`src/rtl/unit_test_sequencer.sv`:
```
// Regression sequencer for the unit-test harness.
// Walks the enabled channels in order, issues indexed vector requests, compares each masked
// DUT response against its golden value and accumulates pass/fail/timeout statistics plus
// the location of the first failure.
//
// Ports:
//   clk_i, rst_i            clock, asynchronous active-high reset
//   start_i                 launch a run (honoured only in IDLE or DONE)
//   chan_mask_i, num_vec_i  run configuration, latched at start (num_vec clamped to VECTORS)
//   vec_req_o               one-cycle request for vector (vec_chan_o, vec_idx_o)
//   dut_valid_i             response strobe, sampled only while waiting
//   dut_actual_i, dut_expected_i, cmp_mask_i   response, golden value, compare mask
//   busy_o, done_o          run in progress / run finished (level until next start)
//   pass_cnt_o, fail_cnt_o, timeout_cnt_o      saturating statistics
//   ff_valid_o, ff_chan_o, ff_idx_o            first-failure capture
module unit_test_sequencer #(
  parameter int unsigned WIDTH    = 32,
  parameter int unsigned CHANNELS = 4,
  parameter int unsigned VECTORS  = 16,
  parameter int unsigned TIMEOUT  = 64,
  parameter int unsigned CNT_W    = 16,
  localparam int unsigned CW = (CHANNELS > 1) ? $clog2(CHANNELS) : 1,
  localparam int unsigned IW = (VECTORS > 1) ? $clog2(VECTORS) : 1,
  localparam int unsigned VW = $clog2(VECTORS + 1),
  localparam int unsigned TW = (TIMEOUT > 1) ? $clog2(TIMEOUT) : 1
) (
  input  logic                clk_i,
  input  logic                rst_i,
  input  logic                start_i,
  input  logic [CHANNELS-1:0] chan_mask_i,
  input  logic [VW-1:0]       num_vec_i,
  output logic                vec_req_o,
  output logic [CW-1:0]       vec_chan_o,
  output logic [IW-1:0]       vec_idx_o,
  input  logic                dut_valid_i,
  input  logic [WIDTH-1:0]    dut_actual_i,
  input  logic [WIDTH-1:0]    dut_expected_i,
  input  logic [WIDTH-1:0]    cmp_mask_i,
  output logic                busy_o,
  output logic                done_o,
  output logic [CNT_W-1:0]    pass_cnt_o,
  output logic [CNT_W-1:0]    fail_cnt_o,
  output logic [CNT_W-1:0]    timeout_cnt_o,
  output logic                ff_valid_o,
  output logic [CW-1:0]       ff_chan_o,
  output logic [IW-1:0]       ff_idx_o
);

  localparam logic [2:0] ST_IDLE   = 3'd0;
  localparam logic [2:0] ST_SELECT = 3'd1;
  localparam logic [2:0] ST_ISSUE  = 3'd2;
  localparam logic [2:0] ST_WAIT   = 3'd3;
  localparam logic [2:0] ST_NEXT   = 3'd4;
  localparam logic [2:0] ST_DONE   = 3'd5;

  logic [2:0]          state_q, state_d;
  logic [CW-1:0]       chan_q, chan_d;
  logic [IW-1:0]       idx_q, idx_d;
  logic [TW-1:0]       timer_q, timer_d;
  logic [CHANNELS-1:0] mask_q, mask_d;
  logic [VW-1:0]       nvec_q, nvec_d;
  logic [CNT_W-1:0]    pass_q, pass_d;
  logic [CNT_W-1:0]    fail_q, fail_d;
  logic [CNT_W-1:0]    tout_q, tout_d;
  logic                ff_valid_q, ff_valid_d;
  logic [CW-1:0]       ff_chan_q, ff_chan_d;
  logic [IW-1:0]       ff_idx_q, ff_idx_d;

  logic rec_pass, rec_fail, rec_tout;
  logic last_chan, last_idx, resp_ok;

  assign last_chan = (chan_q == CW'(CHANNELS - 1));
  // Only evaluated in NEXT, where nvec_q is known to be non-zero.
  assign last_idx  = (VW'(idx_q) == (nvec_q - VW'(1)));
  assign resp_ok   = (((dut_actual_i ^ dut_expected_i) & cmp_mask_i) == '0);

  always_comb begin
    state_d    = state_q;
    chan_d     = chan_q;
    idx_d      = idx_q;
    timer_d    = timer_q;
    mask_d     = mask_q;
    nvec_d     = nvec_q;
    pass_d     = pass_q;
    fail_d     = fail_q;
    tout_d     = tout_q;
    ff_valid_d = ff_valid_q;
    ff_chan_d  = ff_chan_q;
    ff_idx_d   = ff_idx_q;
    rec_pass   = 1'b0;
    rec_fail   = 1'b0;
    rec_tout   = 1'b0;

    case (state_q)
      ST_IDLE, ST_DONE: begin
        if (start_i) begin
          mask_d     = chan_mask_i;
          nvec_d     = (num_vec_i > VW'(VECTORS)) ? VW'(VECTORS) : num_vec_i;
          pass_d     = '0;
          fail_d     = '0;
          tout_d     = '0;
          ff_valid_d = 1'b0;
          ff_chan_d  = '0;
          ff_idx_d   = '0;
          chan_d     = '0;
          idx_d      = '0;
          timer_d    = '0;
          state_d    = ST_SELECT;
        end
      end
      ST_SELECT: begin
        if (mask_q[chan_q] && (nvec_q != '0)) begin
          state_d = ST_ISSUE;
        end else if (last_chan) begin
          state_d = ST_DONE;
        end else begin
          chan_d = chan_q + CW'(1);
        end
      end
      ST_ISSUE: begin
        timer_d = '0;
        state_d = ST_WAIT;
      end
      ST_WAIT: begin
        if (dut_valid_i) begin
          rec_pass = resp_ok;
          rec_fail = ~resp_ok;
          state_d  = ST_NEXT;
        end else if (timer_q == TW'(TIMEOUT - 1)) begin
          // Timer counts WAIT cycles 0..TIMEOUT-1, so a timeout costs exactly TIMEOUT cycles.
          rec_fail = 1'b1;
          rec_tout = 1'b1;
          state_d  = ST_NEXT;
        end else begin
          timer_d = timer_q + TW'(1);
        end
      end
      ST_NEXT: begin
        if (last_idx) begin
          idx_d = '0;
          if (last_chan) begin
            state_d = ST_DONE;
          end else begin
            chan_d  = chan_q + CW'(1);
            state_d = ST_SELECT;
          end
        end else begin
          idx_d   = idx_q + IW'(1);
          state_d = ST_ISSUE;
        end
      end
      default: state_d = ST_IDLE;
    endcase

    // Statistics saturate rather than wrap.
    if (rec_pass && (pass_q != '1)) pass_d = pass_q + CNT_W'(1);
    if (rec_fail && (fail_q != '1)) fail_d = fail_q + CNT_W'(1);
    if (rec_tout && (tout_q != '1)) tout_d = tout_q + CNT_W'(1);
    if (rec_fail && !ff_valid_q) begin
      ff_valid_d = 1'b1;
      ff_chan_d  = chan_q;
      ff_idx_d   = idx_q;
    end
  end

  always_ff @(posedge clk_i or posedge rst_i) begin
    if (rst_i) begin
      state_q    <= ST_IDLE;
      chan_q     <= '0;
      idx_q      <= '0;
      timer_q    <= '0;
      mask_q     <= '0;
      nvec_q     <= '0;
      pass_q     <= '0;
      fail_q     <= '0;
      tout_q     <= '0;
      ff_valid_q <= 1'b0;
      ff_chan_q  <= '0;
      ff_idx_q   <= '0;
    end else begin
      state_q    <= state_d;
      chan_q     <= chan_d;
      idx_q      <= idx_d;
      timer_q    <= timer_d;
      mask_q     <= mask_d;
      nvec_q     <= nvec_d;
      pass_q     <= pass_d;
      fail_q     <= fail_d;
      tout_q     <= tout_d;
      ff_valid_q <= ff_valid_d;
      ff_chan_q  <= ff_chan_d;
      ff_idx_q   <= ff_idx_d;
    end
  end

  assign vec_req_o     = (state_q == ST_ISSUE);
  assign vec_chan_o    = chan_q;
  assign vec_idx_o     = idx_q;
  assign busy_o        = (state_q == ST_SELECT) || (state_q == ST_ISSUE) ||
                         (state_q == ST_WAIT) || (state_q == ST_NEXT);
  assign done_o        = (state_q == ST_DONE);
  assign pass_cnt_o    = pass_q;
  assign fail_cnt_o    = fail_q;
  assign timeout_cnt_o = tout_q;
  assign ff_valid_o    = ff_valid_q;
  assign ff_chan_o     = ff_chan_q;
  assign ff_idx_o      = ff_idx_q;

endmodule

```
`config.mk`:
```
export PLATFORM = sky130hd
export DESIGN_NAME = unit_test_sequencer
export DESIGN_NICKNAME = d
export VERILOG_FILES = /design/src/rtl/unit_test_sequencer.sv
export SDC_FILE = /design/constraint.sdc
export NUM_CORES = 1
export LEC_CHECK = 0
export ABC_AREA = 1
export ABC_CLOCK_PERIOD_IN_PS = 5200
export CORE_MARGIN = 2
export CORE_UTILIZATION = 52
export CTS_BUF_LIST = sky130_fd_sc_hd__clkbuf_2 sky130_fd_sc_hd__clkbuf_4 sky130_fd_sc_hd__clkbuf_8
export DETAILED_ROUTE_END_ITERATION = 8
export PLACE_DENSITY_LB_ADDON = 0.1
export SYNTH_ARGS = -nofsm -noshare
export SYNTH_HDL_FRONTEND = slang
export SYNTH_SLANG_ARGS = --single-unit
```
`constraint.sdc`:
```
create_clock -name clk_i -period 5.2 [get_ports clk_i]
set_input_delay 1.04 -clock clk_i [delete_from_list [all_inputs] [get_ports clk_i]]
set_output_delay 1.04 -clock clk_i [all_outputs]
set_load 0.1 [all_outputs]
```
# Word-level counts from Yosys, hierarchy flattened
# Cells that the tools add are included.
word_totals:
  mem_count: 0
  ramBits: 0
  wordCells: 117
  out_inout_bits: 64
  latch_bits: 0
  register_bits: 79
  rom_bits: 0
classes:
  addsub: 7
  n_bitwise: 3
  muxes: 42
  reduce_logical: 33
  multipliers: 0
  n_shift: 0
  eq_ne: 18
  order_cmp: 2
  n_div: 0
ops:
  columns: ["operator", "n"]
  rows:
  - ["16-bit two-way mux", 5]
  - ["16-bit by 1-bit adder with 16-bit output (second input constant)", 3]
  - ["16-bit inequality test (second input constant)", 3]
  - ["32-bit bitwise AND", 1]
  - ["32-bit zero test", 1]
  - ["32-bit XOR", 1]
  - ["3-bit two-way mux", 7]
  - ["6-bit two-way mux", 3]
  - ["6-bit one-hot mux with 3 select lines", 1]
  - ["2-bit nonzero test", 9]
  - ["4-bit two-way mux", 4]
  - ["3-bit one-hot mux with 5 select lines", 1]
  - ["2-bit two-way mux", 6]
  - ["2-bit AND reduction", 6]
  - ["1-bit two-way mux", 11]
  - ["2-bit inequality test (second input constant)", 5]
  - ["4-bit one-hot mux with 2 select lines", 1]
  - ["4-bit AND reduction", 2]
  - ["6-bit by 1-bit adder with 6-bit output (second input constant)", 1]
  - ["3-bit by 2-bit equality test with 1-bit output (second input constant)", 2]
  - ["3-bit equality test (second input constant)", 2]
  - ["6-bit equality test (second input constant)", 1]
  - ["3-bit inequality test (second input constant)", 2]
  - ["2-bit one-hot mux with 3 select lines", 1]
  - ["other kinds (19)", 26]

# Longest topological paths before layout
depth:
  ltp_word: 9
  depth_mapped: 13
  mapped_depth_nobuf: 13

# Worst setup path after synthesis
# Ideal clock, no wire load.
synth_timing:
  path_kind: "register to output"
  start: "register state_q[2]"
  end: "output port vec_req_o"
  arrival_time_ns: 1.858
  slack_ns: 2.302
  t_required_ns: 4.160
  path_stages_with_launch: 4
  path_buffers: 0
  path_cell_list: "dfrtp_1 inv_2 nand2_1 nor2_1"
synth_between:
  elab_chain_len: 1
synth_lines:
  columns: ["element", "line_no", "source"]
  rows:
  - ["start, declared", "56", "logic [2:0] state_q, state_d;"]
  - ["start signal, assigned", "181", "state_q <= state_d;"]
  - ["3-bit by 2-bit equality test with 1-bit output", "196", "assign vec_req_o = (state_q == ST_ISSUE);"]
  - ["end, declared", "32", "output logic vec_req_o,"]
# No other way between the ends.

# Final worst setup path
layout_timing:
  start: "register state_q[0]"
  end: "output port busy_o"
layout_between:
  elab_chain_len: 4
  word_cells_on_any_way: 7
  cone_classes: "eq/ne: 4; reduce/logical: 3"
layout_lines:
  columns: ["element", "line_no", "source"]
  rows:
  - ["3-bit by 1-bit equality test with 1-bit output / 3-bit by 2-bit equality test with 1-bit output (equally long branches)", "199", "assign busy_o = (state_q == ST_SELECT) || (state_q == ST_ISSUE) ||"]
  - ["1-bit logical OR (2 in a row)", "199", null]
  - ["1-bit logical OR *", "200", "(state_q == ST_WAIT) || (state_q == ST_NEXT);"]
  - ["end, declared", "39", "output logic busy_o,"]
# Every way passes the cells marked *; elsewhere a longest branch is shown, timed or not.

==> impl.org <==
** Global routing
- For met2 alone, demand over resource in global routing was 0.451.
- Layer with the highest usage after global routing :: met2
- Global-route usage over all layers :: 0.262
- For met3 alone, demand over resource in global routing was 0.0558.
- Via count of the first global-routing pass :: roughly 5,500
- For this run, global-route usage on met1 was measured as 0.317.
- Final global-route overflow total :: 0
- First-pass GRT wire length :: 24,100 um
- Entering global routing, the biggest net connects 61 pins.
- The initial antenna violation count came to 0.

** Yosys
- Summed over all instances, the cell type with the most area after synthesis is dfrtp_1.
- Number of register bits inferred by synthesis :: 79
- Netlist area before placement :: 0.00540 mm^2
- After synthesis, the cell types taking the most area are dfrtp_1, nand2_1, nand3_1, inv_1, xor2_1.
- Post-synth top area share :: 0.366
- Number of nets produced by synthesis :: 890
- The Yosys step of the flow raised 0 warnings.
- Most frequently used flop master after synthesis :: dfrtp_1
- The average instance in the mapped netlist occupies 6.98 um^2.
- Post-synth EDFFs :: 0
- Count of distinct cell types in the synthesized netlist :: 39
- Most numerous cell in the Yosys netlist :: nand2_1
- Post-Synthesis Cells :: 774
- Register area share after synthesis :: 0.366
- By count the netlist is led by nand2_1, nand3_1, inv_1, dfrtp_1, nor2_1.
- For this run, asynchronously set or reset flops after synthesis account for 1.00.

** Flow run
- Number of violations of the max-capacitance limit :: 0

** Finish
- Compared with the post-synthesis result, the final layout area differs by 37.4%.
- Of the cells placed in the final design, the portion with a size suffix greater than 1 is 0.0612.
- Nets@finish :: 1,059
- Fillcell total :: 812
- The number of antenna diodes in the final layout is 0.

** Critical path
- In this run the worst path has a maximum fanout of 4.
- STA classifies the critical path startpoint as a flop.
- STA puts the critical path data arrival time at 2.40 ns.
- Required time at the endpoint of the critical path :: 4.16 ns
- Kind of critical path :: reg2out
- CP Capture Type :: output pin

** Floorplanning
- For this configuration, the core starts out at a cell density of 0.530.
- Die height :: roughly 110 um
- Total die area :: 0.0112 mm^2
- Die width :: approximately 110 um
- For this design the top-level I/O count stands at between 150 and 200.
- Site row count :: 37
- In this run the standard cell core region covers 0.0102 mm^2.

** Route
- Detailed routing inserted a total of ~5,700 vias.
- Starting DRC count in detailed routing :: 280
- Number of detailed-routing iterations run before antenna repair :: 5
- Wirelength per Cell :: 13.4 um
- For this run, design rule violations remaining after detail routing come to 0.
- Remaining antenna violation count after routing :: 0
- Wires add up to around 14,000 um.
- In the routed layout, each cell is associated on average with a via count of 5.24.

** Clock tree
- H-tree levels :: 3
- Hold repair after CTS inserted 0 buffers.
- Number of cells upsized or downsized after cts :: 0
- Number of buffers between clock root and the deepest sink :: 2
- The root buffer cell chosen for the clock tree is clkbuf_8.
- Clock-pin slew was measured on the worst setup and hold paths at 0.10 ns.
- Clock tree from TritonCTS :: yes
- In this run, CTS created clock tree buffers numbering 9.
- After clock tree synthesis, the setup repair step added 0 buffers.
- For the worst-skew pair, the clock arrives at the later sink with an insertion delay of 0.36 ns.
- TritonCTS sink count :: 79

** Pwr
- Overall power consumption :: 0.00237 W
- Dividing total power by cell area gives a power density of 320 mW/mm^2.
- Across the VDD grid, the largest voltage drop is between 600 and 700 uV.
- For this design the static power due to leakage is around 3.6 nW.

** Run status
- The flow ran to the end, and the final reports show no timing, DRC or antenna violations.

** STA
- Layout Skew :: ~0.016 ns
- Period utilisation layout :: 0.661
- For the pin with the worst max-slew slack, the measured transition is 1.18 ns.
- RSZ-0062 raised after global routing :: no
- For the final routed database, the setup TNS stands at 0 ns.
- Final Hold Slack :: between 0.4 and 0.5 ns
- Min Tclk post-route :: 3.44 ns
- Final-report setup violation count :: 0
- Final Max Slew Viols :: 0
- Headroom to the max-slew limit came out at 0.209.
- For this run, the top clock speed supported by timing is ~290 MHz.
- Final hold violation count :: 0

** Min path
- The path class of the tightest hold or removal check is reg2reg.

** Placement
- The count of buffers added on input and output ports is ~170.
- Routability-driven placement finished with a final weighted congestion of roughly 0.9.
- HPWL after DPL :: 11,300 um
[area by class of cell]
cell class              count  area (um^2)  area share
well taps                 136          170      0.0229
flip-flops and latches     79         1980       0.266
clock buffers               9          124      0.0167
multi-input cells         574         2950       0.397
clock inverters             7         77.6      0.0105
repair buffers            173         1730       0.233
inverters                 106          398      0.0536
[final timing paths]
| kind | depth (start not counted) | endpoint | start | slack [ns] |
|---|---|---|---|---|
| max reg2reg | 11 | vec_idx_o[2]$_DFFE_PP0P_ | state_q[0]$_DFFE_PP0P_ | 2.55 |
| max in group asynchronous | 3 | timer_q[2]$_DFFE_PP0P_ | rst_i | 3.05 |
| max | 7 | busy_o | state_q[0]$_DFFE_PP0P_ | 1.76 |
| min | 2 | mask_q[0]$_DFFE_PP0P_ | mask_q[0]$_DFFE_PP0P_ | 0.49 |
| min reg2reg | 2 | mask_q[0]$_DFFE_PP0P_ | mask_q[0]$_DFFE_PP0P_ | 0.49 |
| min in group asynchronous | 2 | fail_cnt_o[6]$_DFFE_PP0P_ | rst_i | 1.11 |
[report_power, final]
| part | switching (W) | internal [W] | leakage (nW) |
|---|---|---|---|
| Sequential | 0.0000849 | 0.000700 | 1.08 |
| Combinational | 0.000778 | 0.000336 | 2.40 |
| Clock | 0.000247 | 0.000228 | 0.106 |
| Total | 0.00111 | 0.00126 | 3.59 |
[cell usage in the layout, fill, tap and decap left out, types with 3 or more instances in the layout]
cell,count
o211ai_1,3
inv_1,87
and3_1,3
a21oi_1,9
nor2_1,65
dfrtp_1,79
nand2_1,213
or2_1,7
o21ai_0,9
nor2_2,4
xnor2_1,11
nand4_1,10
inv_2,19
clkbuf_8,9
ha_1,7
clkdlybuf4s50_1,172
nand2_2,4
xor2_1,34
nand3_2,3
nand3b_1,11
o22ai_1,3
nor3_1,10
o21ai_1,17
nand3_1,132
[routing by layer]
metal	up-vias	share of wire
met5	-	0
met4	0	0.031
met3	39	0.052
met2	152	0.50
met1	2663	0.42
li1	2823	-
[sequential cells by signal (all words and copies together) (netlist names)]
register and cells:
fail_cnt_o 16, state_q 3, ff_valid_o 1, timeout_cnt_o 16, ff_chan_o 2, nvec_q 5
vec_chan_o 2, ff_idx_o 4, pass_cnt_o 16, mask_q 4, vec_idx_o 4, timer_q 6
[cells by family after synthesis]
group | share of synthesized area
AND/OR/NAND/NOR | 0.403
buffers and inverters | 0.0894
flip-flops | 0.366
AO/OA/AOI/OAI | 0.0505
XOR/XNOR | 0.0730
adder cells (fa/ha/maj) | 0.0162
multiplexers | 0.00185
[per-stage QoR]
stage               instances  worst slack [ns]  utilization  area, um^2
floorplan                 774              2.14            -        5400
global placement         1068              1.83        0.709        7220
detailed placement       1068              1.75        0.709        7220
CTS                      1084              1.77        0.729        7420
global route             1084              1.65        0.729        7420
finish                   1084              1.76        0.729        7420
[critical path, stage by stage (launching register included)]
cell and delay (ns):
dfrtp_1 0.40, inv_2 0.07, nor2_1 0.12, nand2_1 0.10, nand2_1 0.10, inv_1 0.07
nand2_1 0.07, clkdlybuf4s50_1 1.13
Note: power is estimated with default switching activity, not from simulation.
